### src/rtl/sd_drive_arbiter.sv
// sd_drive_arbiter
// Shares the single user_io SD sector channel between the two floppy drive
// units (drive 0 = A, drive 1 = B). Requests are arbitrated round-robin. The
// winner's LBA and operation are latched, and buffer traffic is routed only
// to the granted drive. A request whose ack never arrives is aborted after
// TIMEOUT_CYCLES, so one stuck drive cannot lock out the other.
//
// Ports:
//   clk_sys, reset           system clock, synchronous active-high reset
//   drv_lba[63:0]            {drive1 LBA, drive0 LBA}
//   drv_rd/drv_wr[1:0]       per-drive level requests
//   drv_ack[1:0]             sd_ack routed to the granted drive
//   drv_buff_addr/dout       broadcast of the user_io buffer bus
//   drv_buff_wr[1:0]         sd_dout_strobe gated to the granted drive
//   drv_buff_din[15:0]       {drive1 byte, drive0 byte}
//   sd_lba/sd_rd/sd_wr       request side toward user_io
//   sd_ack, sd_buff_addr, sd_buff_dout, sd_dout_strobe   from user_io
//   sd_buff_din              granted drive's write byte toward user_io
//   busy                     arbiter is not IDLE
//   timeout_err[1:0]         sticky per-drive abort flag
module sd_drive_arbiter #(
  parameter int              TW             = 24,
  parameter logic [TW-1:0]   TIMEOUT_CYCLES = 24'd6400000
) (
  input  logic         clk_sys,
  input  logic         reset,
  input  logic [63:0]  drv_lba,
  input  logic [1:0]   drv_rd,
  input  logic [1:0]   drv_wr,
  output logic [1:0]   drv_ack,
  output logic [8:0]   drv_buff_addr,
  output logic [7:0]   drv_buff_dout,
  output logic [1:0]   drv_buff_wr,
  input  logic [15:0]  drv_buff_din,
  output logic [31:0]  sd_lba,
  output logic         sd_rd,
  output logic         sd_wr,
  input  logic         sd_ack,
  input  logic [8:0]   sd_buff_addr,
  input  logic [7:0]   sd_buff_dout,
  input  logic         sd_dout_strobe,
  output logic [7:0]   sd_buff_din,
  output logic         busy,
  output logic [1:0]   timeout_err
);

  typedef enum logic [1:0] {IDLE, REQ, XFER, DONE} state_t;

  localparam logic [TW-1:0] TIMEOUT_LAST = TIMEOUT_CYCLES - TW'(1);

  state_t         state, state_next;
  logic           grant, grant_next;
  logic           last_grant, last_grant_next;
  logic           op_wr, op_wr_next;
  logic [31:0]    lba_next;
  logic           rd_next, wr_next;
  logic [TW-1:0]  timer, timer_next;
  logic [1:0]     err_next;
  logic [1:0]     req;
  logic           pick;

  assign req = drv_rd | drv_wr;

  always_ff @(posedge clk_sys) begin
    if (reset) begin
      state       <= IDLE;
      grant       <= 1'b0;
      last_grant  <= 1'b1;
      op_wr       <= 1'b0;
      sd_lba      <= '0;
      sd_rd       <= 1'b0;
      sd_wr       <= 1'b0;
      timer       <= '0;
      timeout_err <= '0;
    end else begin
      state       <= state_next;
      grant       <= grant_next;
      last_grant  <= last_grant_next;
      op_wr       <= op_wr_next;
      sd_lba      <= lba_next;
      sd_rd       <= rd_next;
      sd_wr       <= wr_next;
      timer       <= timer_next;
      timeout_err <= err_next;
    end
  end

  // sd_rd/sd_wr default low so they drop on any exit from REQ (ack or abort).
  always_comb begin
    state_next      = state;
    grant_next      = grant;
    last_grant_next = last_grant;
    op_wr_next      = op_wr;
    lba_next        = sd_lba;
    rd_next         = 1'b0;
    wr_next         = 1'b0;
    timer_next      = timer;
    err_next        = timeout_err;
    pick            = 1'b0;
    case (state)
      IDLE: begin
        timer_next = '0;
        if (req != 2'b00) begin
          // On contention the drive that was not served last wins.
          pick       = (req == 2'b11) ? ~last_grant : req[1];
          grant_next = pick;
          lba_next   = pick ? drv_lba[63:32] : drv_lba[31:0];
          op_wr_next = drv_wr[pick] & ~drv_rd[pick];
          state_next = REQ;
        end
      end
      REQ: begin
        if (sd_ack) begin
          timer_next = '0;
          state_next = XFER;
        end else if (timer == TIMEOUT_LAST) begin
          err_next[grant] = 1'b1;
          last_grant_next = grant;
          timer_next      = '0;
          state_next      = IDLE;
        end else begin
          rd_next = ~op_wr;
          wr_next = op_wr;
          if (timer != '1) timer_next = timer + TW'(1);
        end
      end
      XFER: begin
        if (!sd_ack) begin
          err_next[grant] = 1'b0;
          state_next      = DONE;
        end
      end
      DONE: begin
        // Hold until the drive withdraws, so its request is not re-granted.
        if (!(drv_rd[grant] | drv_wr[grant])) begin
          last_grant_next = grant;
          state_next      = IDLE;
        end
      end
      default: state_next = IDLE;
    endcase
  end

  // Buffer traffic reaches only the granted drive, and only while transferring.
  always_comb begin
    drv_ack     = '0;
    drv_buff_wr = '0;
    sd_buff_din = '0;
    if (state == XFER) begin
      drv_ack[grant]     = sd_ack;
      drv_buff_wr[grant] = sd_dout_strobe;
      sd_buff_din        = grant ? drv_buff_din[15:8] : drv_buff_din[7:0];
    end
  end

  assign drv_buff_addr = sd_buff_addr;
  assign drv_buff_dout = sd_buff_dout;
  assign busy          = (state != IDLE);

endmodule

### config.mk
export PLATFORM = sky130hd
export DESIGN_NAME = sd_drive_arbiter
export DESIGN_NICKNAME = d
export VERILOG_FILES = /design/src/rtl/sd_drive_arbiter.sv
export SDC_FILE = /design/constraint.sdc
export NUM_CORES = 1
export LEC_CHECK = 0
export CORE_ASPECT_RATIO = 1.2
export CORE_UTILIZATION = 37
export CTS_CLUSTER_DIAMETER = 40
export DETAILED_ROUTE_END_ITERATION = 8
export PLACE_DENSITY = 0.77
export SYNTH_ARGS = -nofsm -noshare
export SYNTH_HDL_FRONTEND = slang
export SYNTH_SLANG_ARGS = --single-unit
### constraint.sdc
create_clock -name clk_sys -period 2.26 [get_ports clk_sys]
set_clock_uncertainty 0.05 [all_clocks]
set_input_delay 0.565 -clock clk_sys [delete_from_list [all_inputs] [get_ports clk_sys]]
set_output_delay 0.565 -clock clk_sys [all_outputs]
set_load 0.005 [all_outputs]
==> impl_summary.md, run 1 <==
Global route
Entering global routing, the biggest net connects 44 pins. The number of antenna violations at the first check in global routing is 0. The number of global-route vias before repair is 3495.

The total global routing track utilization is 0.215. After global routing the overflow that remains totals 0. The first global-routing pass estimated 16.9 mm of wire.

Timing
The minimum clock period after layout is 2.18 ns. Setup repair after global routing could not meet its margin everywhere. Measured against its own limit, the worst slew margin works out to 0.664.

The hold violation total from the final report was 0. Of the available clock period, the critical path in the final layout requires 0.963. The highest clock rate is 459 MHz.

The count of final setup violators is 0. For the pin with the worst max-slew slack, the measured transition is 0.504 ns. The final-report max-slew violation count came to 0.

Synthesis
Yosys instantiated no cell more often than sky130_fd_sc_hd__dfxtp_1. When the netlist entered floorplanning its net count stood at 531. By count the netlist is led by sky130_fd_sc_hd__dfxtp_1 (65), sky130_fd_sc_hd__nor2_1 (55), sky130_fd_sc_hd__mux2i_1 (45).

After synthesis the cells add up to 3610 µm². The average cell area after synthesis is 8.49 µm². Counting flops with a built-in enable in the synthesized netlist gives 0. The Yosys step of the flow raised 0 warnings. Yosys attributes the largest share of cell area to sky130_fd_sc_hd__dfxtp_1 (36%), sky130_fd_sc_hd__mux2i_1 (12%), sky130_fd_sc_hd__a211oi_1 (7.5%).

Synthesis instantiated 55 different standard cells from the library. The area share of the largest cell type after synthesis is 0.361. The async set or reset register ratio after synthesis is 0. The commonest register cell after synthesis is sky130_fd_sc_hd__dfxtp_1. The synthesized design contains 65 register bits.

The share of synthesized area occupied by flip-flops and latches is 0.361. The biggest area consumer among synthesized cells is sky130_fd_sc_hd__dfxtp_1. The cell count after synthesis came out at 425.

Pwr
Across the VDD grid, the largest voltage drop is 0.000466 V. The power per standard cell area is 635 nW/µm². Overall power consumption after layout is estimated at 3.48 mW.

The internal portion of total power is 2.63 mW. The share of total power dissipated in sequential elements is 0.372. Of the total power, the clock network draws 0.410.

Summed over all nets, the switching power comes to 853 µW. The static leakage is 2.20 nW. The fraction of power spent switching nets is 0.245.

Of the total power, combinational logic draws 0.218.

Min path
The tightest min-delay check is of the reg -> reg type.

Clock tree
Clock-pin slew was measured on the worst setup and hold paths at 0.05 ns. In this run, CTS created clock tree buffers numbering 9. The number of buffers inserted by post-CTS setup repair is 0. Hold repair after CTS inserted 0 buffers. CTS built an H-tree with a depth of 3. The clock root buffer master is sky130_fd_sc_hd__clkbuf_16. The clock passes through at most 2 buffers.

At the later pin of the worst-skew pair, clock insertion delay measures 0.34 ns. The CTS tree is done. For this design, the sink count on the clock tree is 65.

Critical path
The startpoint type of the worst setup path is a register. STA puts the critical path data required time at 1.64 ns. The worst endpoint data arrival time is 1.56 ns. Together, buffers and inverters on the worst path number 3. The cell class contributing the biggest share of worst-path delay is buffers and inverters. The stage delay of the slowest cell on the critical path is 0.49 ns. The cell with the largest stage delay on the worst path is sky130_fd_sc_hd__clkdlybuf4s50_1.

Traced cell by cell, the critical path runs through buf_4 -> inv_4 -> and3_1 -> clkdlybuf4s50_1. The type of the setup path with the least slack is reg -> out. In this run the worst path has a maximum fanout of 11. STA classifies the critical path endpoint as a primary output.

Detailed routing
The total iterations of the first detailed-routing run is 5. Using the TritonRoute via totals, the vias-per-cell ratio works out to 5.41. The DRC violation total after the first TritonRoute iteration is 316.

The detailed-route DRC error count is 0. The total number of vias is 3720. After detailed routing, the total wire length is 10.5 mm. In the final routed layout, each cell accounts on average for 15.3 µm.

The number of routed nets with antenna violations is 0.

Placement
The final weighted congestion in routability-driven placement is 0.910. The wire-length estimate of the detail-placed layout is 8.09 mm. Once placement finished, the instance area stood at 5170 µm². The number of buffer cells added on primary ports is 136.

Layout
0 antenna diodes ended up in the layout. The end-of-flow core utilization is 0.576. Counting the fill cells in the layout gives 832. The layout overhead on the synthesized area is 52.0%. The finished cells cover 5490 µm². The fraction of final layout cells with drive strength greater than 1 is 0.129. The net count of the finished layout is 666.

Floorplanning
The floorplan row count is 39. The die covers 10200 µm². Pin placement for this block handled 171 I/O pins. The floorplan core area is 9520 µm². The effective utilization at floorplan is 0.379. The floorplan die width is 92.2 µm. The die span in y is 110 µm.

Flow run
The max-capacitance violation count is 0.

Run status
The flow ran to the end, and the final reports show no timing, DRC or antenna violations.
## power groups by stage
stage / sequential (mW) / combinational, mW / clock, mW
floorplan: 1.31 / 0.331 / 0
global placement: 1.31 / 0.748 / 0
detailed placement: 1.32 / 0.764 / 0
CTS: 1.29 / 0.761 / 1.46
global route: 1.31 / 0.830 / 1.51
finish: 1.30 / 0.758 / 1.43
## routing by layer
| metal | global-route usage | up-vias | share of wire |
|---|---|---|---|
| li1 | - | 1826 | - |
| met1 | 0.239 | 1691 | 0.40 |
| met2 | 0.375 | 165 | 0.50 |
| met3 | 0.0645 | 38 | 0.069 |
| met4 | 0.105 | 0 | 0.033 |
| met5 | 0 | - | 0 |
## logic make-up after synthesis
logic type | Yosys count | share of synthesized area
adder cells (fa/ha/maj) | 1 | 0.00347
multiplexers | 47 | 0.131
AND/OR/NAND/NOR | 157 | 0.238
flip-flops | 65 | 0.361
AO/OA/AOI/OAI | 98 | 0.182
buffers and inverters | 57 | 0.0853
## final cells by class
class | count | area (µm²) | area share
multi-input combinational | 303 | 2030 | 0.371
tap | 123 | 154 | 0.0281
inverter | 7 | 28.8 | 0.00525
clock inverter | 2 | 35.0 | 0.00639
clock buffer | 14 | 274 | 0.0500
timing repair buffer | 174 | 1660 | 0.302
sequential | 65 | 1310 | 0.238
## cell usage in the layout (no fill, tap or decap), drive strengths merged, types with 7 or more instances in the layout
master,netlist,layout
clkdlybuf4s50,0,123
dfxtp,65,65
nor2,55,55
mux2i,45,45
buf,34,39
a211oi,36,36
nand2,20,20
a21oi,17,17
o21ai,16,16
nand3,14,14
clkbuf,16,14
nand4,12,12
a31oi,11,11
dlygate4sd2,0,11
nor3,10,10
and3,7,7
inv,7,7
nand2b,7,7
and4,7,7
## per-stage QoR
| stage | instances | setup TNS [ns] | setup WS [ns] | hold slack [ns] |
|---|---|---|---|---|
| 2_1_floorplan | 425 | 0 | 0.0985 | 0.357 |
| 3_3_place_gp | 672 | -2.03 | -0.151 | 0.399 |
| 3_5_place_dp | 672 | -3.00 | -0.197 | 0.404 |
| 4_1_cts | 688 | -0.0529 | -0.0469 | 0.416 |
| 5_1_grt | 688 | -0.00666 | -0.00666 | 0.452 |
| 6_report | 688 | 0 | 0.0835 | 0.424 |
## state kept, by name, indices dropped and copies added, names as in the netlist, named ones only
name,flops
grant,1
sd_lba,32
timer,24
state,1
op_wr,1
last_grant,1
sd_wr,1
sd_rd,1
## what timing repair did
action / in CTS / in global routing
endpoints found under the hold margin: 0 / 0
endpoints found under the setup margin: 13 / 17
resized for setup: 13 / 8
pin swaps: 0 / 1
## path summary, 6_finish.rpt
| path | depth (start not counted) | slack (ns) | end | from |
|---|---|---|---|---|
| setup / recovery | 4 | 0.08 | drv_ack[0] | grant |
| hold / removal | 1 | 0.42 | sd_rd | op_wr |
| setup reg to reg | 7 | 0.13 | timer[23] | timer[0] |
| hold reg to reg | 1 | 0.42 | sd_rd | op_wr |
No activity file was read; power rests on OpenSTA's default activity.
==> run 2, diff against run 1 <==
==> constraint.sdc (replaced) <==
create_clock -name clk_sys -period 2.26 [get_ports clk_sys]
set_clock_uncertainty 0.05 [all_clocks]
set_input_delay 0.339 -clock clk_sys [delete_from_list [all_inputs] [get_ports clk_sys]]
set_output_delay 0.339 -clock clk_sys [all_outputs]
set_load 0.005 [all_outputs]
==> run 2 against run 1 <==
  * Non-clock buffer count decreased by 6
  * Largest power group is now sequential cells
  * Largest cell class unchanged
  * Design area is 1.6% lower
  * Register-to-register slack worse by 0.02 ns
  * Combinational power shrank 0.9%
  * First-iteration DRC count shrank 17%
  * Sequential cell count stayed put
==> impl_summary.md, run 2 (same netlist as run 1, synthesis figures left out) <==
Run status
The run finished with clean final reports.

Global route
The first-pass GRT wire length is 17.2 mm. Entering global routing, the biggest net connects 40 pins. The total global routing track utilization is 0.215.

The number of antenna violations at the first check in global routing is 0. The number of global-route vias before repair was 3576. The leftover overflow at the end of global routing is 0.

Timing
The count of final setup violators is 0. Setup repair after global routing left no endpoint under its margin. The actual slew at the worst max-slew pin is 0.538 ns.

The hold violation total from the final report is 0. Measured against its own limit, the worst slew margin works out to 0.639. The final-report max-slew violation count is 0. The highest clock rate is 460 MHz. In the finished design, the share of the clock period the worst path needs comes to 0.962.

Once routing completed, OpenROAD measured the worst setup slack at 0.0867 ns. The minimum clock period after layout is 2.17 ns.

Detailed routing
After the first detailed-routing iteration, the DRC count stood at 261. The routed layout has 3728 vias. The routed design has 10.8 mm of wire. The number of routed nets with antenna violations is 0. The total iterations of the first detailed-routing run is 4. Dividing the detail-routed wire length by the instance count gives 15.8 µm. The detailed-route DRC error count is 0. The detail-routed via count per cell is 5.47.

Layout
Counting flops per register, the top entry is sd_lba. Leaving out fill and tap cells, the most frequent cells in the layout are sky130_fd_sc_hd__clkdlybuf4s50_1 (135), sky130_fd_sc_hd__dfxtp_1 (64), sky130_fd_sc_hd__nor2_1 (54), sky130_fd_sc_hd__mux2i_1 (45), sky130_fd_sc_hd__a211oi_1 (36). In the final layout, the share of cells above drive strength 1 is 0.115. The final cell count without fillers is 681. The net total in the final layout is 660. The library cell used most frequently in the layout, excluding fill and tap cells, is sky130_fd_sc_hd__clkdlybuf4s50_1. In the final layout, the registers with the most flip-flops are sd_lba (32), timer (24). The layout overhead on the synthesized area is 49.5%.

The flip-flop count of the largest register, all copies and words added is 32. The repair_antennas step left the layout with diodes totalling 0.

Floorplanning
The floorplan core area is 9520 µm². The die is 110 µm tall. The effective utilization at floorplan is 0.379. In this run the count of I/O pins placed on the die edge is 171.

The floorplan row count is 39. The area of the die is 10200 µm². The floorplan die width is 92.2 µm.

Critical path
The required time reported for the critical path endpoint is 1.87 ns. The critical path buffer and inverter count is 3. The most frequent cell on the critical path is sky130_fd_sc_hd__clkdlybuf4s50_1. The stage delay of the slowest cell on the critical path is 0.63 ns. The startpoint identified for the worst register-to-register timing path is timer[0]. The cell with the largest stage delay on the worst path is sky130_fd_sc_hd__clkdlybuf4s50_1. Among cell families on the critical path, the largest total delay comes from buffers and inverters. STA classifies the critical path endpoint as a primary output.

Tracing the worst setup path back leads to its startpoint at sd_ack. The maximum net fanout on the critical path is 5. The type of the setup path with the least slack is in -> out. STA classifies the critical path startpoint as an input pin. The signal on the critical path passes through clkdlybuf4s50_1 -> buf_4 -> and3_1 -> clkdlybuf4s50_1. Data on the critical path arrives at its endpoint at 1.78 ns.

Min path
The kind of path behind the tightest hold check is in -> reg. In this run the most critical hold path is launched from reset.

Placement
The cell count after placement is 664. The final weighted congestion in routability-driven placement is 0.941. Detailed placement ended at an HPWL of 8.20 mm. Before CTS, the worst setup slack after placement is -0.0279 ns. In this run the tool buffered the top-level ports with 136 buffer cells.

Clock tree
The maximum level of the CTS H-tree is 3. CTS placed an instance of sky130_fd_sc_hd__clkbuf_16 at the clock tree root. The clock-pin slew on the worst setup and hold paths is 0.05 ns. The number of clock buffers added by TritonCTS is 9. The tree built by TritonCTS fans out to 65 sinks. The CTS tree is done. The clock reaches the later pin of the worst-skew pair after 0.33 ns.

The maximum clock insertion buffer count is 2. The number of hold buffers added after CTS is 0.

Pwr
The largest vdd supply drop is 0.000408 V. The analysis attributes to cell leakage a power of 2.09 nW. The power per standard cell area is 613 nW/µm².

Flow run
The max-capacitance violation count is 0.
run 2: cell types whose count changed in the layout (fill, tap and decap cells not counted), sizes merged:
cell,change
buf,-6
clkdlybuf4s50,+12
clkinv,+4
dlygate4sd2,-11
clkbuf,-4
bufinv,-1
dlymetal6s2s,-1
run 2: final timing paths:
path,slack (ns),endpoint,cells past startpoint
min,0.28,timer[10],2
max,0.09,drv_ack[0],4
max reg2reg,0.11,timer[22],9
min reg2reg,0.42,sd_rd,1
run 2: through the flow:
step	util	hold WS [ns]	setup TNS [ns]	power (mW)	cell area, µm²
after floorplan	-	0.357	0	1.64	3610
after global placement	0.537	0.410	0	2.05	5110
after detailed placement	0.537	0.400	-0.0279	2.07	5110
after CTS	0.565	0.281	0	3.33	5380
after global routing	0.567	0.334	0	3.45	5400
final	0.567	0.285	0	3.31	5400
run 2: metal layers:
metal  global-route usage  share of wire  vias up
li1                     -              -     1820
met2                0.390           0.51      160
met4                0.116          0.032        0
met3               0.0446          0.065       37
met1                0.238           0.39     1711
met5                    0              0        -
run 2: what timing repair did:
action                     in CTS  in global routing
setup buffers                   0                  2
setup endpoints to repair       0                 25
gates resized for setup         0                  2
run 2: layout make-up:
type / instances / area, µm²
clock buffer: 10 / 239
clock inverter: 5 / 32.5
fill: 835 / 4120
inverter: 7 / 26.3
multi-input combinational: 303 / 2020
sequential: 65 / 1300
tap: 123 / 154
timing repair buffer: 168 / 1620
run 2: worst reg2reg max path: stages, from the launching register on:
cell	delay, ns
sky130_fd_sc_hd__dfxtp_1	0.35
sky130_fd_sc_hd__ha_1	0.25
sky130_fd_sc_hd__nand4_1	0.16
sky130_fd_sc_hd__nor4_4	0.05
sky130_fd_sc_hd__buf_4	0.17
sky130_fd_sc_hd__buf_4	0.13
sky130_fd_sc_hd__buf_4	0.13
sky130_fd_sc_hd__and2_2	0.20
sky130_fd_sc_hd__or4_1	0.46
sky130_fd_sc_hd__mux2i_1	0.13
run 2: where the power goes:
| group | switching (mW) | internal [mW] |
|---|---|---|
| logic | 0.306 | 0.444 |
| clock network | 0.498 | 0.762 |
| registers | 0.0605 | 1.24 |
